**src/rtl/lea_pkg.sv**
```systemverilog
// Shared LEA datapath constants and the block serializer state encoding.
package lea_pkg;
  localparam int LEA_BLOCK_W = 128;
  localparam int LEA_BYTE_W  = 8;
  localparam int LEA_BYTES   = 16;

  typedef enum logic {IDLE, SEND} ser_state_e;
endpackage

```
**src/rtl/lea_block_byte_serializer_if.sv**
```systemverilog
// Block-in / byte-out handshake bundle for the LEA byte serializer.
interface lea_block_byte_serializer_if;
  import lea_pkg::*;
  logic [LEA_BLOCK_W-1:0] Din;
  logic                   din_valid;
  logic                   din_ready;
  logic [LEA_BYTE_W-1:0]  Dout;
  logic                   dout_valid;
  logic                   dout_ready;
  logic                   dout_last;

  modport master (output Din, din_valid, dout_ready,
                  input  din_ready, Dout, dout_valid, dout_last);
  modport slave  (input  Din, din_valid, dout_ready,
                  output din_ready, Dout, dout_valid, dout_last);
endinterface

```
**src/rtl/lea_block_byte_serializer.sv**
```systemverilog
// Holds one 128-bit LEA block and streams it as 16 bytes; the next block is
// taken on the same edge as the last byte so consecutive blocks have no gap.
module lea_block_byte_serializer
  import lea_pkg::*;
#(
  parameter bit LSB_FIRST = 1'b1
) (
  input  logic                       clk,
  input  logic                       rst_n,
  lea_block_byte_serializer_if.slave bus,
  output logic                       busy
);
  ser_state_e             state;
  logic [3:0]             cnt;
  logic [LEA_BLOCK_W-1:0] hold;
  logic [3:0]             idx;
  logic                   cnt_end;
  logic                   accept;

  assign cnt_end = (cnt == 4'(LEA_BYTES - 1));
  // Gated by rst_n so no block is offered acceptance while reset is held.
  assign bus.din_ready = rst_n & ((state == IDLE) |
                                  ((state == SEND) & bus.dout_ready & cnt_end));
  assign accept = bus.din_valid & bus.din_ready;

  // Byte order chosen once at elaboration; cnt always counts transfers.
  assign idx            = LSB_FIRST ? cnt : ~cnt;
  assign bus.Dout       = (state == SEND) ? hold[{idx, 3'b000} +: LEA_BYTE_W] : '0;
  assign bus.dout_valid = (state == SEND);
  assign bus.dout_last  = (state == SEND) & cnt_end;
  assign busy           = (state == SEND);

  always_ff @(posedge clk or negedge rst_n) begin
    if (!rst_n) begin
      state <= IDLE;
      cnt   <= '0;
      hold  <= '0;
    end else begin
      case (state)
        IDLE: begin
          if (accept) begin
            hold  <= bus.Din;
            cnt   <= '0;
            state <= SEND;
          end
        end
        SEND: begin
          if (bus.dout_ready) begin
            if (!cnt_end) begin
              cnt <= cnt + 4'd1;
            end else begin
              cnt <= '0;
              if (accept) hold  <= bus.Din;
              else        state <= IDLE;
            end
          end
        end
        default: state <= IDLE;
      endcase
    end
  end
endmodule

```
**src/flat_wrapper.sv**
```systemverilog
// flat-port wrapper written by rule: the top's interface ports become plain ports
module lea_block_byte_serializer_flat import lea_pkg::*;
#(
  parameter bit LSB_FIRST = 1'b1
)
  (clk, rst_n, busy, bus_Din, bus_din_valid, bus_dout_ready, bus_din_ready, bus_Dout, bus_dout_valid, bus_dout_last);
  lea_block_byte_serializer_if bus_i ();
  input  logic clk;
  input  logic rst_n;
  output logic busy;
  input wire logic [$bits(bus_i.Din)-1:0] bus_Din;
  input wire logic [$bits(bus_i.din_valid)-1:0] bus_din_valid;
  input wire logic [$bits(bus_i.dout_ready)-1:0] bus_dout_ready;
  output wire logic [$bits(bus_i.din_ready)-1:0] bus_din_ready;
  output wire logic [$bits(bus_i.Dout)-1:0] bus_Dout;
  output wire logic [$bits(bus_i.dout_valid)-1:0] bus_dout_valid;
  output wire logic [$bits(bus_i.dout_last)-1:0] bus_dout_last;
  assign bus_i.Din = bus_Din;
  assign bus_i.din_valid = bus_din_valid;
  assign bus_i.dout_ready = bus_dout_ready;
  assign bus_din_ready = bus_i.din_ready;
  assign bus_Dout = bus_i.Dout;
  assign bus_dout_valid = bus_i.dout_valid;
  assign bus_dout_last = bus_i.dout_last;
  lea_block_byte_serializer #(.LSB_FIRST(LSB_FIRST)) u_core (.clk(clk), .rst_n(rst_n), .bus(bus_i), .busy(busy));
endmodule
```
**config.mk**
```make
export PLATFORM = sky130hd
export DESIGN_NAME = lea_block_byte_serializer_flat
export DESIGN_NICKNAME = d
export VERILOG_FILES = /design/src/rtl/lea_pkg.sv /design/src/rtl/lea_block_byte_serializer_if.sv /design/src/rtl/lea_block_byte_serializer.sv /design/src/flat_wrapper.sv
export SDC_FILE = /design/constraint.sdc
export NUM_CORES = 1
export LEC_CHECK = 0
export CORE_AREA = 10 10 122 124
export DETAILED_ROUTE_END_ITERATION = 8
export DIE_AREA = 0 0 132 134
export PLACE_DENSITY = 0.93
export SYNTH_ARGS = -nofsm -noshare
export SYNTH_HDL_FRONTEND = slang
export SYNTH_SLANG_ARGS = --single-unit
```
**constraint.sdc**
```tcl
create_clock -name clk -period 3.13 [get_ports clk]
set_clock_uncertainty 0.2 [all_clocks]
set_input_delay 0.626 -clock clk [delete_from_list [all_inputs] [get_ports clk]]
set_output_delay 0.626 -clock clk [all_outputs]
set_load 0.02 [all_outputs]
```
==> results.cfg, run 1 <==
[synthesis]
postSynthNetCount = 567
avgSynthCellArea_um2 = 15.6
synthArstFlopShare_pct = 100
synth_area_um2 = 6780
synth-seq-cells = 133
synth_top_flop_cell = dfrtp_1
synth_top_cell_by_area = dfrtp_1
synth_top_cells_by_area = dfrtp_1, mux2_4, mux2i_1
yosys_warnings = 0
ys_seq_area_share_pct = 49.1
synth_cell_types = 34
synth-edff-count = 0
netlist_instances = 434
synth.top_cell.area_share_pct = 49.1

[setup_path]
end_kind = output pin
cp_cell_sequence = buf_12 > buf_12 > mux2i_1 > a22oi_1 > o211ai_1 > o21ai_1 > dlygate4sd2_1
reg2reg_to = u_core.hold[10]$_DFFE_PN0P_
crit_path_start_kind = flop
crit_required_ps = 2300
path_depth = 7
cp.arrival_ps = 2270
path_buf_inv = 3
worstRegToRegCells = 6
r2r-start = u_core.cnt[0]$_DFFE_PN0P_
crit_type = reg -> out
critPathMostFrequentCell = buf_12
cp_top_family = buffers and inverters
critPathSlowestCell = dfrtp_4
slowest_delay_ps = 530
cp-startpoint = u_core.cnt[0]$_DFFE_PN0P_
endpoint = bus_Dout[0]
reg2reg_slack_ps = 630
worstPathMaxFanout = 15

[die]
pin_count = 144
die_h_um = 134
rows = 41
start_util_pct = 54.4
fp.coreArea_um2 = 12500
die_w_um = 132
dieArea_um2 = 17700

[power_and_ir_drop]
p_sw_w = 0.00296
p_int_w = 0.00587
pwr-share-clk_pct = 21.4
power_frac_seq_pct = 35.4
power.density_nw_per_um2 = 1000
comb_power_share_pct = 43.2
max-vdd-ir-drop_uv = 533
p_leak_nw = 3.94
switching_share_pct = 33.5
total_power_w = 0.00883

[grt]
groute.usage.overall_pct = 19.9
grt_pass1_vias = 4901
antenna_found_initial = 0
grt-ovfl-total = 0
grt_pass1_wl_um = 27600
grt_max_degree = 67

[timing]
period_needed_ps = 3100
fmax_mhz = 323
max_slew_margin_pct = 44.8
timing.final.crit_share_pct = 99.0
setup_viol = 0
slew_violations = 0
final_hold_viol_count = 0
tightest_slew_ps = 829
rsz0062_at_grt = false

[routing]
drtIter0Drc = 328
avgRoutedWirePerCell_um = 23.2
via_count = 4375
wirelength_um = 17900
drc = 0
dr.pass1.iters = 5
antenna_left = 0
viasPerCell = 5.67

[layout]
fin_area_um2 = 8800
drive_above_1_share_pct = 33.6
num_antenna_cells = 0
syn_to_final_growth_pct = 29.9
mostFrequentLayoutCells = clkdlybuf4s50_1, dfrtp_1, mux2_4, mux2i_1, mux2_2
fill_cells = 797
final_nets = 722

[clocking]
ctsLongestPathBuffers = 2
numCtsBuffers = 17
cts.sinks = 133
root_buffer = clkbuf_16
cts_max_level = 4
cts_tree = yes
worstSkewPairLatency_ps = 410
clkTransAtPathRegs_ps = 60

[placed_design]
place_hpwl_um = 12800
port_buffers = 143
gp_congestion = 0.823
placed_cell_area_um2 = 8190

[job]
drv_cap = 0

[hold_path]
hold_class = reg -> reg

[status]
status = finished, final reports clean
[layout make-up]
class / instances / area, um2 / area share [%]
clock buffers: 25 / 515 / 5.86
well taps: 172 / 215 / 2.45
multi-input cells: 268 / 3030 / 34.4
inverters: 2 / 7.51 / 0.0853
flip-flops and latches: 133 / 3330 / 37.9
repair buffers: 167 / 1660 / 18.8
clock inverters: 4 / 45.0 / 0.512
[state kept, by name, indices dropped and copies added (netlist names)]
name / flops
u_core.bus.dout_valid: 1
u_core.cnt: 4
u_core.hold: 128
[stage by stage]
stage          util (%)  TNS, ps  hold WS [ps]  instances  setup slack (ps)
2_1_floorplan         -        0           130        434               725
3_3_place_gp       65.7        0           290        736              23.8
3_5_place_dp       65.7    -30.0           291        736             -30.0
4_1_cts            70.5    -4.83           307        770             -4.83
5_1_grt            70.6        0           317        771              1.18
6_report           70.6        0           308        771              30.4
[cells in the mapped netlist (all sizes together), types with 2 or more instances]
master / instances
a21oi: 2
nand2: 17
nand3: 7
nor2: 6
o22ai: 3
and2: 2
mux2i: 50
dfrtp: 133
a22oi: 24
o21ai: 7
buf: 30
mux2: 129
mux4: 8
inv: 2
o211ai: 3
[power groups by stage]
stage / registers [W] / clock network, W / logic, W
2_1_floorplan: 0.00289 / 0 / 0.00277
3_3_place_gp: 0.00307 / 0 / 0.00362
3_5_place_dp: 0.00314 / 0 / 0.00371
4_1_cts: 0.00310 / 0.00191 / 0.00376
5_1_grt: 0.00321 / 0.00198 / 0.00401
6_report: 0.00312 / 0.00189 / 0.00381
[repair_timing]
action / 4_1_cts / 5_1_grt
resized for setup: 20 / 14
hold endpoints to repair: 26 / 0
setup buffers: 4 / 1
hold buffers: 1 / 0
setup endpoints to repair: 10 / 8
[kinds of logic after synthesis]
| family | share of synthesized area (%) |
|---|---|
| AOI/OAI and AO/OA | 4.58 |
| xor gates and xnor gates | 0.129 |
| adders and majority gates | 0.185 |
| buffers and inverters | 6.39 |
| DFF | 49.1 |
| muxes | 37.0 |
| and+or+nand+nor | 2.59 |
[per-layer routing]
metal / track usage (%) / share of wire (%)
met1: 24.7 / 42
met4: 8.84 / 2.6
met5: 0 / 0
met3: 5.08 / 5.7
met2: 32.1 / 50
[how the worst min path moves through the flow]
| stage | start | end | slack (ps) | depth (start not counted) |
|---|---|---|---|---|
| after detailed placement | u_core.hold[82]$_DFFE_PN0P_ | u_core.hold[82]$_DFFE_PN0P_ | 290 | 1 |
| after global routing | u_core.hold[35]$_DFFE_PN0P_ | u_core.hold[35]$_DFFE_PN0P_ | 320 | 1 |
| final | u_core.hold[99]$_DFFE_PN0P_ | u_core.hold[99]$_DFFE_PN0P_ | 310 | 1 |
| after CTS | u_core.hold[55]$_DFFE_PN0P_ | u_core.hold[55]$_DFFE_PN0P_ | 310 | 1 |
| after floorplan | rst_n | u_core.bus.dout_valid$_DFF_PN0_ | 130 | 0 |
| after global placement | u_core.hold[98]$_DFFE_PN0P_ | u_core.hold[98]$_DFFE_PN0P_ | 290 | 1 |
(Power assumes the default switching activity.)
==> run 2, diff against run 1 <==
Settings changed: CAP_MARGIN set to 20.
==> results of run 2 <==
Same layout as run 1: the final DEF is identical, and so are final timing and power.
